`src/rtl/h264intra8x8cc_pkg.sv`:
```
// h264intra8x8cc_pkg: shared constants and read-address layout for the intra 8x8 chroma path
package h264intra8x8cc_pkg;
  localparam int CC_WORDS = 32;
  localparam int CC_ADDR_W = 5;
  typedef struct packed {
    logic       crcb;
    logic [2:0] row;
    logic       half;
  } cc_addr_t;
endpackage

```
`src/rtl/h264intra8x8cc_inbuf_if.sv`:
```
// h264intra8x8cc_inbuf_if: write/read handshake bundle of the chroma ping-pong input buffer
interface h264intra8x8cc_inbuf_if #(parameter int PIXW = 8);
  logic              STROBEI;
  logic [4*PIXW-1:0] DATAI;
  logic              READYI;
  logic [4:0]        ISTATE;
  logic              OVERRUN;
  logic              MBVALID;
  logic              RDEN;
  logic              RDCRCB;
  logic [2:0]        RDROW;
  logic              RDHALF;
  logic [4*PIXW-1:0] DATAO;
  logic              RDVALID;
  logic              RELEASE;
  modport master(output STROBEI, DATAI, RDEN, RDCRCB, RDROW, RDHALF, RELEASE,
                 input READYI, ISTATE, OVERRUN, MBVALID, DATAO, RDVALID);
  modport slave(input STROBEI, DATAI, RDEN, RDCRCB, RDROW, RDHALF, RELEASE,
                output READYI, ISTATE, OVERRUN, MBVALID, DATAO, RDVALID);
endinterface

```
`src/rtl/h264intra8x8cc_bufram.sv`:
```
// h264intra8x8cc_bufram: 64-word simple dual-port RAM with registered, resettable read port
module h264intra8x8cc_bufram #(parameter int W = 32) (
  input  logic         clk,
  input  logic         rst,
  input  logic         we,
  input  logic [5:0]   waddr,
  input  logic [W-1:0] wdata,
  input  logic         re,
  input  logic [5:0]   raddr,
  output logic [W-1:0] q
);
  logic [W-1:0] mem [64];
  always_ff @(posedge clk) begin
    if (we) mem[waddr] <= wdata;
    if (rst) q <= '0;
    else if (re) q <= mem[raddr];
  end
endmodule

```
`src/rtl/h264intra8x8cc_inbuf.sv`:
```
// h264intra8x8cc_inbuf: ping-pong chroma macroblock buffer, raster writes in, component/row/half reads out
module h264intra8x8cc_inbuf
  import h264intra8x8cc_pkg::*;
#(parameter int PIXW = 8) (
  input logic CLK2,
  input logic NEWLINE,
  h264intra8x8cc_inbuf_if.slave bus
);
  logic                 wbank, rbank, overrun, rdvalid, acc, last, rd, rel;
  logic [CC_ADDR_W-1:0] wcnt;
  logic [1:0]           full, full_n;
  cc_addr_t             ra;
  always_comb begin
    acc = bus.STROBEI && !full[wbank];
    last = acc && wcnt == CC_ADDR_W'(CC_WORDS - 1);
    rd = bus.RDEN && full[rbank];
    rel = bus.RELEASE && full[rbank];
    ra = '{crcb: bus.RDCRCB, row: bus.RDROW, half: bus.RDHALF};
    full_n = full;
    if (last) full_n[wbank] = 1'b1;
    if (rel) full_n[rbank] = 1'b0;
  end
  // a full read bank always differs from wbank, so set and clear never collide
  always_ff @(posedge CLK2) begin
    if (NEWLINE) begin
      wbank <= 1'b0;
      rbank <= 1'b0;
      wcnt <= '0;
      full <= '0;
      overrun <= 1'b0;
      rdvalid <= 1'b0;
    end else begin
      wcnt <= acc ? wcnt + 1'b1 : wcnt;
      wbank <= wbank ^ last;
      rbank <= rbank ^ rel;
      full <= full_n;
      overrun <= overrun | (bus.STROBEI & full[wbank]);
      rdvalid <= rd;
    end
  end
  h264intra8x8cc_bufram #(.W(4*PIXW)) u_ram (
    .clk(CLK2),
    .rst(NEWLINE),
    .we(acc && !NEWLINE),
    .waddr({wbank, wcnt}),
    .wdata(bus.DATAI),
    .re(rd),
    .raddr({rbank, ra}),
    .q(bus.DATAO)
  );
  assign bus.READYI = !full[wbank];
  assign bus.ISTATE = wcnt;
  assign bus.OVERRUN = overrun;
  assign bus.MBVALID = full[rbank];
  assign bus.RDVALID = rdvalid;
endmodule

```
`src/flat_wrapper.sv`:
```
// flat-port wrapper written by rule: the top's interface ports become plain ports
module h264intra8x8cc_inbuf_flat import h264intra8x8cc_pkg::*;
#(parameter int PIXW = 8)
  (CLK2, NEWLINE, bus_STROBEI, bus_DATAI, bus_RDEN, bus_RDCRCB, bus_RDROW, bus_RDHALF, bus_RELEASE, bus_READYI, bus_ISTATE, bus_OVERRUN, bus_MBVALID, bus_DATAO, bus_RDVALID);
  h264intra8x8cc_inbuf_if #(.PIXW(PIXW)) bus_i ();
  input logic CLK2;
  input logic NEWLINE;
  input wire logic [$bits(bus_i.STROBEI)-1:0] bus_STROBEI;
  input wire logic [$bits(bus_i.DATAI)-1:0] bus_DATAI;
  input wire logic [$bits(bus_i.RDEN)-1:0] bus_RDEN;
  input wire logic [$bits(bus_i.RDCRCB)-1:0] bus_RDCRCB;
  input wire logic [$bits(bus_i.RDROW)-1:0] bus_RDROW;
  input wire logic [$bits(bus_i.RDHALF)-1:0] bus_RDHALF;
  input wire logic [$bits(bus_i.RELEASE)-1:0] bus_RELEASE;
  output wire logic [$bits(bus_i.READYI)-1:0] bus_READYI;
  output wire logic [$bits(bus_i.ISTATE)-1:0] bus_ISTATE;
  output wire logic [$bits(bus_i.OVERRUN)-1:0] bus_OVERRUN;
  output wire logic [$bits(bus_i.MBVALID)-1:0] bus_MBVALID;
  output wire logic [$bits(bus_i.DATAO)-1:0] bus_DATAO;
  output wire logic [$bits(bus_i.RDVALID)-1:0] bus_RDVALID;
  assign bus_i.STROBEI = bus_STROBEI;
  assign bus_i.DATAI = bus_DATAI;
  assign bus_i.RDEN = bus_RDEN;
  assign bus_i.RDCRCB = bus_RDCRCB;
  assign bus_i.RDROW = bus_RDROW;
  assign bus_i.RDHALF = bus_RDHALF;
  assign bus_i.RELEASE = bus_RELEASE;
  assign bus_READYI = bus_i.READYI;
  assign bus_ISTATE = bus_i.ISTATE;
  assign bus_OVERRUN = bus_i.OVERRUN;
  assign bus_MBVALID = bus_i.MBVALID;
  assign bus_DATAO = bus_i.DATAO;
  assign bus_RDVALID = bus_i.RDVALID;
  h264intra8x8cc_inbuf #(.PIXW(PIXW)) u_core (.CLK2(CLK2), .NEWLINE(NEWLINE), .bus(bus_i));
endmodule
```
`config.mk`:
```
export PLATFORM = sky130hd
export DESIGN_NAME = h264intra8x8cc_inbuf_flat
export DESIGN_NICKNAME = d
export VERILOG_FILES = /design/src/rtl/h264intra8x8cc_pkg.sv /design/src/rtl/h264intra8x8cc_inbuf_if.sv /design/src/rtl/h264intra8x8cc_bufram.sv /design/src/rtl/h264intra8x8cc_inbuf.sv /design/src/flat_wrapper.sv
export SDC_FILE = /design/constraint.sdc
export NUM_CORES = 2
export LEC_CHECK = 0
export CAP_MARGIN = 20
export CORE_ASPECT_RATIO = 1.5
export CORE_MARGIN = 3
export CORE_UTILIZATION = 30
export DETAILED_ROUTE_END_ITERATION = 10
export HOLD_SLACK_MARGIN = 0.15
export SLEW_MARGIN = 20
export SYNTH_ARGS = -nofsm -noshare
export SYNTH_HDL_FRONTEND = slang
export SYNTH_SLANG_ARGS = --single-unit
export TNS_END_PERCENT = 50
```
`constraint.sdc`:
```
create_clock -name CLK2 -period 10 [get_ports CLK2]
set_input_delay 2 -clock CLK2 [delete_from_list [all_inputs] [get_ports CLK2]]
set_output_delay 2 -clock CLK2 [all_outputs]
set_load 0.01 [all_outputs]
```
==> metrics <==
status=complete, no violations; final WL=223 mm; combinational power share=0.043; DRT iter0 DRCs=4,432; Seq pwr share=0.554; setup TNS=0 ps; Final Net Count=between 3,000 and 4,000; Routability Congestion=0.762; Clk Latency, worst-skew pair=850 ps; Cells after Synth=3,670; largest net degree at the start of global routing=between 100 and 150; die height=639 microns; Setup violations, final=0; die area=274,000 sq um; ys flop type=edfxtp_1; crit share post-route=0.481; Sw Ratio=0.208; HP Class=register to register; post-synthesis register bit count=2,091; CTS sink cnt=2,091; width of the die=428 microns; CTS clk-pin slew, worst paths=70 ps; DRT Pass-1 Iters=5; CTS tree=done; Seq/Total Area, Yosys=0.778; relative slew slack=0.275; share of cells above drive strength 1=0.239; Resize count post-CTS=0; Max Cap Viol=0; Core ar.=~270,000 sq um; GRT overflow=0; clock skew=55.4 ps; total track usage=0.160; Critical Path RT=roughly 11,000 ps; hold_buf cts=0; synthesized area=80,200 sq um; Setup CP Type=primary input to register; min Tclk post-route=4810 ps; Slowest cell on crit path=buf_4; Bufs on Longest Clock Path=4; DR vias/cell=about 5.2; VDD IR max=between 0.1 and 0.15 mV; Post-route DRC=0; Pint=roughly 14 mW; startpoint types=primary input; vias in the first global route=40,200; IO Port Bufs=82; CP endpoint kind=register; EDFF count, synth=2,048; IO Pins=83; RSZ-0062 raised after global routing=false; vias=39,200; worst stage delay on the critical path=580 ps; Slew @ Worst Pin=1090 ps; Syn. warnings=0; first-pass GRT wire length=313 mm; Initial Utilization=0.303; Final ANT Viol Nets=0; Post-Syn Nets=3,714; Final Hold Viols=0; average wire per standard cell=29.8 microns; Mean Syn Cell Area=21.9 sq um; Root Driver=clkbuf_16; area grow syn2layout=14.0%; final setup margin=5190 ps; Place WS=approximately 4200 ps; clock buffer count from CTS=185; switching pwr=3.61 mW; commonest non-fill, non-tap cell in the layout=edfxtp_1; setup repair bufs after CTS=0; H-tree lvl count=4; Netlist cell types=roughly 60; CP Max Fanout=63; clock share of power=0.403; PwrDens=190 nW/um^2; worst-path cell chain=buf_8 -> buf_16 -> buf_4 -> buf_12 -> mux4_2 -> mux2_2 -> o21ai_0 -> o21ai_1; Slew Viols, Final=0; detailed placement HPWL=between 100 and 150 mm; initial antenna violation count=18; fmax=208 MHz; fillcell total=24,500; ys async rst share=0; static leakage=approximately 28 nW; number of cell rows=231; commonest cells after routing, fill and taps aside=edfxtp_1, mux4_2, mux2i_1; WP data arrival=between 5000 and 6000 ps
## flip-flops by register name, summed over array words and instances (netlist names)
signal              count
u_core.bus.ISTATE       5
u_core.bus.OVERRUN      1
u_core.bus.RDVALID      1
u_core.full             2
u_core.rbank            1
u_core.u_ram.mem     2048
u_core.u_ram.q         32
u_core.wbank            1
## kinds of logic (layout without fill, tap and decap cells)
kind of cell | after synthesis | count (layout) | synth area share
multiplexers | 718 | 718 | 0.158
other | 0 | 7 | 0
buffers and inverters | 216 | 528 | 0.0153
XOR/XNOR | 4 | 4 | 0.000437
adder cells (fa/ha/maj) | 2 | 2 | 0.000312
AO/OA/AOI/OAI | 364 | 364 | 0.0319
AND/OR/NAND/NOR | 275 | 275 | 0.0163
flip-flops | 2091 | 2091 | 0.778
## synthesized netlist by cell type, types with 7 or more instances
| cell type | number | share of area |
|---|---|---|
| and2_1 | 24 | 0.0019 |
| buf_4 | 37 | 0.0035 |
| mux4_2 | 427 | 0.12 |
| a2bb2oi_1 | 10 | 0.0011 |
| o21a_1 | 15 | 0.0014 |
| clkbuf_1 | 86 | 0.0040 |
| buf_2 | 49 | 0.0031 |
| o21ai_1 | 15 | 0.00094 |
| edfxtp_1 | 2048 | 0.77 |
| nor2_1 | 110 | 0.0051 |
| a21oi_1 | 41 | 0.0026 |
| o221ai_1 | 48 | 0.0052 |
| a32o_1 | 9 | 0.0011 |
| mux2i_1 | 253 | 0.032 |
| a221oi_1 | 32 | 0.0035 |
| nand2_1 | 54 | 0.0025 |
| a22o_1 | 7 | 0.00076 |
| dfxtp_1 | 43 | 0.011 |
| a22oi_1 | 10 | 0.00094 |
| mux4_1 | 7 | 0.0023 |
| nand3_1 | 21 | 0.0013 |
| mux2_2 | 31 | 0.0044 |
| a31oi_1 | 28 | 0.0022 |
| o22ai_1 | 89 | 0.0069 |
| o31ai_1 | 10 | 0.00094 |
| nor2b_1 | 9 | 0.00070 |
| buf_6 | 22 | 0.0031 |
| buf_1 | 12 | 0.00056 |
| nor3_1 | 17 | 0.0011 |
| o21ai_0 | 28 | 0.0017 |
## worst paths after layout
kind	startpoint	endpoint	slack [ps]	cells after the start
worst max-delay path	bus_RDHALF	u_core.u_ram.q[24]	5190	8
worst min register to register	u_core.bus.OVERRUN	u_core.bus.OVERRUN	490	2
worst min-delay path	u_core.bus.OVERRUN	u_core.bus.OVERRUN	490	2
worst max register to register	u_core.wbank	u_core.u_ram.mem[48][31]	5800	6
## stage by stage
step / cells / util / hold slack [ps] / instance area, sq um / power, mW
after floorplan: 3670 / - / 490 / 80200 / 10.3
after global placement: 7139 / 0.322 / 465 / 85400 / 10.6
after detailed placement: 7140 / 0.322 / 467 / 85400 / 10.6
after CTS: 7474 / 0.344 / 486 / 91200 / 17.5
after global routing: 7479 / 0.345 / 515 / 91400 / 17.9
final: 7484 / 0.345 / 489 / 91400 / 17.4
## worst max-delay path: cells and delay by family
family	cells	cell delay (ps)
AO/OA/AOI/OAI	2	650
buffers and inverters	4	1680
multiplexers	2	860
## cell type report
class                   instances  area [sq um]  share of cell area
diodes                          7          17.5            0.000192
clock buffers                 240          5020              0.0549
clock inverters                94           792             0.00867
inverters                       5          23.8            0.000260
multi-input cells            1363         17100               0.187
flip-flops and latches       2091         62400               0.682
well taps                    3495          4370              0.0478
repair buffers                189          1700              0.0186
## power by group through the flow
stage	Combinational, mW	Sequential (mW)	Clock [mW]
final	0.746	9.63	6.99
after global routing	0.795	9.62	7.45
after CTS	0.750	9.63	7.12
after detailed placement	0.749	9.83	0
after global placement	0.737	9.82	0
after floorplan	0.445	9.82	0
## routing by layer
layer / share of wire / GRT usage
met3: 0.065 / 0.0264
met5: 0.00026 / 0
met4: 0.037 / 0.0616
met2: 0.52 / 0.283
met1: 0.38 / 0.195
Power figures use the tool's default switching activity.
